==> src/rtl/ariele_rr_arbiter.sv <==
// rtl/ariele_rr_arbiter.sv - round-robin N-master to one-slave arbiter with in-order read ID FIFO

module ariele_rr_id_fifo #(
  parameter int DEPTH = 4,
  parameter int DW    = 2
) (
  input  logic                   clk_i,
  input  logic                   rst_i,
  input  logic                   wr_tvalid,
  input  logic [DW-1:0]          wr_tdata,
  input  logic                   rd_tready,
  output logic [DW-1:0]          rd_tdata,
  output logic                   full,
  output logic                   empty,
  output logic [$clog2(DEPTH):0] count
);
  localparam int PTR_W = $clog2(DEPTH);
  localparam int CNT_W = PTR_W + 1;

  logic [DW-1:0]    mem [DEPTH];
  logic [PTR_W-1:0] wr_ptr;
  logic [PTR_W-1:0] rd_ptr;

  always_ff @(posedge clk_i) begin
    if (rst_i) begin
      wr_ptr <= '0;
      rd_ptr <= '0;
      count  <= '0;
    end else begin
      if (wr_tvalid) wr_ptr <= wr_ptr + PTR_W'(1);
      if (rd_tready) rd_ptr <= rd_ptr + PTR_W'(1);
      if (wr_tvalid && !rd_tready)
        count <= count + CNT_W'(1);
      else if (!wr_tvalid && rd_tready)
        count <= count - CNT_W'(1);
    end
  end

  always_ff @(posedge clk_i) begin
    if (wr_tvalid) mem[wr_ptr] <= wr_tdata;
  end

  assign rd_tdata = mem[rd_ptr];
  assign full     = (count == CNT_W'(DEPTH));
  assign empty    = (count == '0);
endmodule

module ariele_rr_arbiter #(
  parameter int NUM_M     = 4,
  parameter int ID_W      = $clog2(NUM_M),
  parameter int MAX_OUTST = 4
) (
  input  logic                       clk_i,
  input  logic                       rst_i,
  input  logic [NUM_M-1:0]           m_req_i,
  input  logic [NUM_M-1:0]           m_we_i,
  input  logic [NUM_M*32-1:0]        m_addr_bi,
  input  logic [NUM_M*4-1:0]         m_be_i,
  input  logic [NUM_M*32-1:0]        m_wdata_bi,
  output logic [NUM_M-1:0]           m_ack_o,
  output logic [NUM_M-1:0]           m_resp_o,
  output logic [NUM_M*32-1:0]        m_rdata_bo,
  output logic                       s_req_o,
  output logic                       s_we_o,
  output logic [31:0]                s_addr_bo,
  output logic [3:0]                 s_be_o,
  output logic [31:0]                s_wdata_bo,
  input  logic                       s_ack_i,
  input  logic                       s_resp_i,
  input  logic [31:0]                s_rdata_bi,
  output logic [$clog2(MAX_OUTST):0] outst_o,
  output logic                       err_o
);
  logic [ID_W-1:0] rr_ptr;
  logic            lock;
  logic [ID_W-1:0] lock_id;
  logic            err_q;

  logic [ID_W-1:0] cand;
  logic            cand_vld;
  logic [ID_W-1:0] idx;
  logic            blocked;
  logic            accept;
  logic            withdrew;

  logic                       fifo_push;
  logic                       fifo_pop;
  logic [ID_W-1:0]            fifo_head;
  logic                       fifo_full;
  logic                       fifo_empty;
  logic [$clog2(MAX_OUTST):0] fifo_count;

  // Locked grant sticks to lock_id; otherwise scan upward from rr_ptr with wrap.
  always_comb begin
    cand     = '0;
    cand_vld = 1'b0;
    idx      = '0;
    if (lock) begin
      cand     = lock_id;
      cand_vld = m_req_i[lock_id];
    end else begin
      for (int k = 0; k < NUM_M; k++) begin
        idx = ID_W'((int'(rr_ptr) + k) % NUM_M);
        if (!cand_vld && m_req_i[idx]) begin
          cand_vld = 1'b1;
          cand     = idx;
        end
      end
    end
  end

  assign withdrew = lock && !m_req_i[lock_id];

  // A full FIFO stalls a read candidate without letting a later write overtake it.
  assign blocked  = cand_vld && !m_we_i[cand] && fifo_full;

  always_comb begin
    s_req_o    = 1'b0;
    s_we_o     = 1'b0;
    s_addr_bo  = '0;
    s_be_o     = '0;
    s_wdata_bo = '0;
    m_ack_o    = '0;
    if (!rst_i && cand_vld) begin
      s_req_o    = !blocked;
      s_we_o     = m_we_i[cand];
      s_addr_bo  = m_addr_bi[32*cand +: 32];
      s_be_o     = m_be_i[4*cand +: 4];
      s_wdata_bo = m_wdata_bi[32*cand +: 32];
      if (!blocked && s_ack_i) m_ack_o[cand] = 1'b1;
    end
  end

  assign accept    = s_req_o && s_ack_i;
  assign fifo_push = accept && !s_we_o;
  assign fifo_pop  = !rst_i && s_resp_i && !fifo_empty;

  ariele_rr_id_fifo #(
    .DEPTH (MAX_OUTST),
    .DW    (ID_W)
  ) u_id_fifo (
    .clk_i     (clk_i),
    .rst_i     (rst_i),
    .wr_tvalid (fifo_push),
    .wr_tdata  (cand),
    .rd_tready (fifo_pop),
    .rd_tdata  (fifo_head),
    .full      (fifo_full),
    .empty     (fifo_empty),
    .count     (fifo_count)
  );

  always_comb begin
    m_resp_o = '0;
    if (fifo_pop) m_resp_o[fifo_head] = 1'b1;
  end

  assign m_rdata_bo = rst_i ? '0 : {NUM_M{s_rdata_bi}};
  assign outst_o    = rst_i ? '0 : fifo_count;
  assign err_o      = !rst_i && err_q;

  always_ff @(posedge clk_i) begin
    if (rst_i) begin
      rr_ptr  <= '0;
      lock    <= 1'b0;
      lock_id <= '0;
      err_q   <= 1'b0;
    end else begin
      if (withdrew) begin
        lock  <= 1'b0;
        err_q <= 1'b1;
      end else if (s_req_o && !s_ack_i) begin
        lock    <= 1'b1;
        lock_id <= cand;
      end else if (accept) begin
        lock   <= 1'b0;
        rr_ptr <= (cand == ID_W'(NUM_M - 1)) ? '0 : cand + ID_W'(1);
      end
      // A response with nothing outstanding is dropped and flagged.
      if (s_resp_i && fifo_empty) err_q <= 1'b1;
    end
  end
endmodule
==> config.mk <==
export PLATFORM = sky130hd
export DESIGN_NAME = ariele_rr_arbiter
export DESIGN_NICKNAME = d
export VERILOG_FILES = /design/src/rtl/ariele_rr_arbiter.sv
export SDC_FILE = /design/constraint.sdc
export NUM_CORES = 1
export LEC_CHECK = 0
export CORE_AREA = 4 4 204 206
export DETAILED_ROUTE_END_ITERATION = 7
export DIE_AREA = 0 0 208 210
export HOLD_SLACK_MARGIN = 0.03
export PLACE_DENSITY = 0.52
export SLEW_MARGIN = 20
export SYNTH_ARGS = -nofsm -noshare
export SYNTH_HDL_FRONTEND = slang
export SYNTH_SLANG_ARGS = --single-unit
export TNS_END_PERCENT = 1
==> constraint.sdc <==
create_clock -name clk_i -period 4.4 [get_ports clk_i]
set_clock_uncertainty 0.15 [all_clocks]
set_input_delay 1.32 -clock clk_i [delete_from_list [all_inputs] [get_ports clk_i]]
set_output_delay 1.32 -clock clk_i [all_outputs]
set_load 0.02 [all_outputs]
Word-level counts from Yosys, hierarchy flattened
Memory sizes are Yosys's and may differ from the RTL's. A register that Yosys moved wholly into a read port is not among the register bits.
Index checks and enable logic that the tools add are counted.
Widths: inputs -> output; s select.
{"block": "op_classes", "n_addsub": 8, "magnitude_cmp": 9, "n_eq_ne": 2, "shifts": 3, "n_mux": 50, "n_bitwise": 2, "reduce_logical": 38}
{"op": "$shiftx 128x8->32", "n": 2}
{"op": "$mux 128", "n": 1}
{"op": "$mux 32", "n": 2}
{"op": "$mux 1", "n": 24}
{"op": "$lt 2x3->1 const B", "n": 7}
{"op": "$logic_and 1x1->1", "n": 19}
{"op": "$mux 2", "n": 8}
{"op": "$mux 4", "n": 4}
{"op": "$shiftx 16x5->4", "n": 1}
{"op": "$bmux 1 s2", "n": 6}
{"op": "$logic_not 1->1", "n": 12}
{"op": "$mux 3", "n": 3}
{"op": "$add 2x1->2 const B", "n": 4}
{"op": "$reduce_bool 2->1", "n": 3}
{"op": "$add 2x2->2 const B", "n": 2}
{"op": "$demux 1 s2", "n": 2}
{"op": "$ge 2x1->1 const B", "n": 2}
{"op": "$add 3x1->3 const B", "n": 1}
{"op": "$eq 3x3->1 const B", "n": 1}
{"op": "$logic_not 3->1", "n": 1}
{"op": "$reduce_and 3->1", "n": 1}
{"op": "$sub 3x1->3 const B", "n": 1}
{"op": "$eq 2x2->1 const B", "n": 1}
{"op": "$not 1->1", "n": 2}
{"op": "2 further kinds", "n": 2}
{"block": "word_totals", "reg_bits": 13, "mem_bits_rw": 8, "inputBits": 316, "output_inout_bits": 210, "word_cells": 120, "mem_count": 1}
{"name": "u_id_fifo.mem", "depth": 4, "word_bits": 2, "read_ports": 1, "rd_clocked_by_memory_dff": 1, "wr": 1, "line_no": "20", "source": "logic [DW-1:0] mem [DEPTH];"}

Depth between registers and ports, before layout
{"block": "logic_depth", "ltp_word": 29, "ltp_mapped": 12, "mapped_depth_nobuf": 11}

Cells and area by module
From an unflattened synthesis, not the netlist that was laid out.
{"block": "hier_totals", "hier_cells": 524, "area_unflattened_um2": 4456.8}
{"mod": "ariele_rr_arbiter", "n_inst": 1, "cells_each": 470, "area_per_inst_um2": 3742.3, "seq_area_each_um2": 120.1}
{"mod": "ariele_rr_id_fifo", "n_inst": 1, "cells_each": 54, "area_per_inst_um2": 714.4, "seq_area_each_um2": 420.4}

Worst setup path before layout
Ideal clock, no wire load.
{"block": "synth_path", "path_kind": "input -> output", "startpoint": "in m_req_i[0]", "endpoint": "out s_addr_bo[0]", "t_arrival_ns": 2.935, "required_time_ns": 2.930, "setup_slack_ns": -0.005, "cell_stages": 8, "path_buffers": 2, "path_cell_list": "nor2b_1 > nor3_4 > o21ai_2 > and2_4 > buf_6 > buf_6 > mux4_2 > and2_1"}
{"block": "synth_between", "elab_chain_cells": 18, "word_cells_on_any_way": 32, "classes_between": "shift (1); mux (24); reduce/logical (7)"}
{"element": "from (decl)", "line_no": "55", "source": "input logic [NUM_M-1:0] m_req_i,"}
{"element": "$bmux 1 s2", "line_no": "104", "source": "if (!cand_vld && m_req_i[idx]) begin"}
{"element": "$mux 1 (not written as such)", "line_no": "104"}
{"element": "$mux 1", "line_no": "104"}
{"element": "$mux 1", "line_no": "98", "source": "if (lock) begin"}
{"element": "$logic_not 1->1", "line_no": "104"}
{"element": "$logic_and 1x1->1", "line_no": "104"}
{"element": "$mux 1", "line_no": "104"}
{"element": "$mux 1", "line_no": "98"}
{"element": "[2 not listed]"}
{"element": "$mux 1", "line_no": "104"}
{"element": "$mux 1", "line_no": "98"}
{"element": "$logic_not 1->1", "line_no": "104"}
{"element": "$logic_and 1x1->1", "line_no": "104"}
{"element": "$mux 2 / $mux 1 (equally long branches)", "line_no": "104"}
{"element": "$mux 2 / $mux 1 (equally long branches)", "line_no": "98"}
{"element": "$shiftx 128x8->32 / $logic_and 1x1->1 (equally long branches)", "line_no": "127, 124"}
{"element": "$mux 32 *", "line_no": "124", "source": "if (!rst_i && cand_vld) begin"}
{"element": "to (decl)", "line_no": "65", "source": "output logic [31:0] s_addr_bo,"}
Every way passes the cells marked *; elsewhere a longest branch is shown, timed or not. The select of a mux whose other input is x is not followed.

Final worst setup path
{"block": "layout_path", "startpoint": "in m_req_i[2]", "endpoint": "out s_addr_bo[3]"}
The elaborated chain is that of the path after synthesis.

==> impl_metrics.env <==
export IMPL_dominantRegCellSynth="sky130_fd_sc_hd__dfxtp_1"
export IMPL_final_cell_count_no_fill=1431
export IMPL_grt_setup_unrepaired="yes"
export IMPL_drt_initial_drc_count=120
export IMPL_setup_worst_path_class="input pin to primary output"
export IMPL_global_route_overflow_total=0
export IMPL_powerDensity_nw_per_um2=236
export IMPL_drt_antenna_violating_nets=0
export IMPL_floorplan_die_height_um=210
export IMPL_synth_nets=762
export IMPL_finalSetupTns_ns=-19.87
export IMPL_core_sq_um=39600
export IMPL_synth_area_per_cell_sq_um=10.4
export IMPL_antenna_found_initial=9
export IMPL_r2r_worst_path_depth=14
export IMPL_layout_common_cells="442 x sky130_fd_sc_hd__clkdlybuf4s50_1, 71 x sky130_fd_sc_hd__mux4_2, 48 x sky130_fd_sc_hd__buf_4"
export IMPL_power_leakage_nw=3.93
export IMPL_clk_latency_ns=0.25
export IMPL_worst_setup_path_end_kind="primary output"
export IMPL_remaining_drc_errors=0
export IMPL_multi_input_area_sq_um=3170
export IMPL_global_route_wire_length_before_repair_um=39400
export IMPL_routed_wire_length_per_instance_um=20.0
export IMPL_synth_seq_cells=23
export IMPL_layout_commonest_cell="sky130_fd_sc_hd__clkdlybuf4s50_1"
export IMPL_grt_start_max_net_pins=41
export IMPL_stdcell_area_sq_um=10400
export IMPL_clock_sinks=23
export IMPL_cts_tree="built"
export IMPL_cts_inserted_buffers=3
export IMPL_htreeDepth=1
export IMPL_initial_core_util_pct=11.4
export IMPL_design_portCount=526
export IMPL_slew_viol_final=0
export IMPL_timing_critical_path_from_type="input pin"
export IMPL_timing_critical_path_fanout_max=8
export IMPL_dr_vias_cell=3.72
export IMPL_buffer_ports_inserted=525
export IMPL_max_cap_viol_count=0
export IMPL_final_fill_count=4250
export IMPL_finalCriticalPeriod_ns=4.75
export IMPL_final_layout_net_count=1232
export IMPL_synth_seq_area_share_pct=11.9
export IMPL_finalWirelength_um=28600
export IMPL_timing_critical_path_required_ns=2.93
export IMPL_worstPathArrival_ns=3.28
export IMPL_vdd_ir_drop_worst_mv=0.133
export IMPL_async_reset_ff_share_pct=0
export IMPL_dp_final_hpwl_um=25600
export IMPL_die_width_um=208
export IMPL_syn_cell_area_sq_um=4530
export IMPL_detailroute_via_count=5322
export IMPL_die_area_sq_um=43700
export IMPL_final_critical_path_setup_slack_ns=-0.349
export IMPL_layout_area_seq_sq_um=541
export IMPL_dpl_cell_area_sq_um=9950
export IMPL_report_final_hold_viol_count=0
export IMPL_timing_final_crit_share_pct=108
export IMPL_run_status="finished with violations"
export IMPL_synth_enable_flop_cells=8
export IMPL_fraction_of_final_layout_cells_with_drive_strength_greater_than_1_pct=30.4
export IMPL_fmaxAchievable_mhz=211
export IMPL_row_count=73
export IMPL_violated_checks="negative setup slack"
export IMPL_fin_util_pct=26.2
export IMPL_grt_use_total_pct=12.0
export IMPL_cts_reportedPaths_clkPinSlew_ns=0.06
export IMPL_drt_first_pass_iters=5
export IMPL_layout_overhead_on_the_synthesized_area_pct=130
export IMPL_min_path_type="register to register"
export IMPL_setup_viol_count_final=74
export IMPL_worstHoldPathCells=2
export IMPL_number_of_global_route_vias_before_repair=5646
export IMPL_count_of_mapped_cells_out_of_synthesis=436
export IMPL_p_total_mw=2.45
export IMPL_place_gp_congestion=0.890
export IMPL_synth_cell_type_count=46
export IMPL_ys_warnings_count=0
export IMPL_cts_path_max_buffers=2
export IMPL_tightest_slew_ns=0.445
export IMPL_cts_hold_buffers=0
export IMPL_cts_root_buffer_cell="sky130_fd_sc_hd__clkbuf_16"
export IMPL_max_slew_margin_pct=70.3
export IMPL_placed_cells_incl_taps=1413
layout make-up:
type,instances,area share (%)
Clock inverter,1,0.0722
Tap cell,525,6.32
Clock buffer,3,0.722
Antenna cell,1,0.0241
Inverter,10,0.385
Timing Repair Buffer,590,56.8
Multi-Input combinational cell,278,30.5
Sequential cell,23,5.20
stage by stage:
step                hold WS [ns]  setup slack, ns
floorplan                  0.284           0.0175
global placement           0.295            -1.31
detailed placement         0.320            -1.29
CTS                        0.335           -0.407
global route               0.347           -0.441
finish                     0.327           -0.349
layer usage:
layer | up-vias | global-route usage [%] | share of wire, %
met3 | 38 | 4.46 | 9.9
met2 | 334 | 22.6 | 52
li1 | 2421 | - | -
met4 | 16 | 2.94 | 2.7
met5 | - | 0 | 0.41
met1 | 2513 | 12.6 | 35
cell usage after synthesis (all sizes together), types with 4 or more instances:
| master | count | area, sq um |
|---|---|---|
| nand2 | 10 | 37.5 |
| buf | 108 | 843 |
| o211ai | 4 | 30.0 |
| ha | 9 | 113 |
| a21oi | 5 | 28.8 |
| nor3 | 6 | 46.3 |
| edfxtp | 8 | 240 |
| and2 | 73 | 459 |
| clkbuf | 17 | 63.8 |
| and3 | 6 | 37.5 |
| mux4 | 71 | 1600 |
| nor2 | 14 | 52.6 |
| o21ai | 4 | 23.8 |
| nand3 | 5 | 25.0 |
| a211oi | 5 | 50.1 |
| inv | 9 | 36.3 |
| dfxtp | 15 | 300 |
| nor2b | 40 | 250 |
| o2111ai | 4 | 35.0 |
report_power, final:
part	total (mW)	switching, mW	leakage [nW]	internal, mW
Clock	0.199	0.0760	0.0371	0.123
Sequential	0.286	0.0351	0.196	0.251
Combinational	1.97	0.825	3.70	1.14
sequential cells by signal, summed over array words and instances, names as in the netlist, named ones only:
name / count
u_id_fifo.count: 3
err_q: 1
u_id_fifo.mem: 8
lock_id: 2
u_id_fifo.rd_ptr: 2
u_id_fifo.wr_ptr: 2
rr_ptr: 2
lock: 1
path summary, 6_finish.rpt:
path                          startpoint                              end  slack, ns
setup / recovery              m_req_i[2]                     s_addr_bo[3]      -0.35
hold / removal        err_q$_SDFFE_PP0P_               err_q$_SDFFE_PP0P_       0.33
hold reg to reg       err_q$_SDFFE_PP0P_               err_q$_SDFFE_PP0P_       0.33
setup reg to reg  rr_ptr[0]$_SDFFE_PP0P_  u_id_fifo.count[2]$_SDFFE_PP0P_       1.03
repair_timing:
| item | 4_1_cts | 5_1_grt |
|---|---|---|
| pin swaps | 15 | 7 |
| buffers inserted | 6 | 3 |
| endpoints found under the setup margin | 79 | 75 |
| cloned | 4 | 0 |
| resized for setup | 389 | 23 |
kinds of logic after synthesis:
logic type	synth area share, %
compound gates	5.34
xor+xnor	0.968
fa+ha+maj	2.93
buf+inv	20.9
flops	11.9
mux	35.9
simple gates	22.0
critical path: stages:
cell,delay [ns]
sky130_fd_sc_hd__buf_8,0.10
sky130_fd_sc_hd__buf_6,0.11
sky130_fd_sc_hd__o21bai_1,0.14
sky130_fd_sc_hd__a21oi_2,0.09
sky130_fd_sc_hd__o21ai_2,0.08
sky130_fd_sc_hd__and2_4,0.21
sky130_fd_sc_hd__buf_12,0.14
sky130_fd_sc_hd__buf_16,0.14
sky130_fd_sc_hd__buf_8,0.12
sky130_fd_sc_hd__mux4_2,0.50
sky130_fd_sc_hd__and2_4,0.17
sky130_fd_sc_hd__buf_6,0.13
Note: power is estimated with default switching activity, not from simulation.
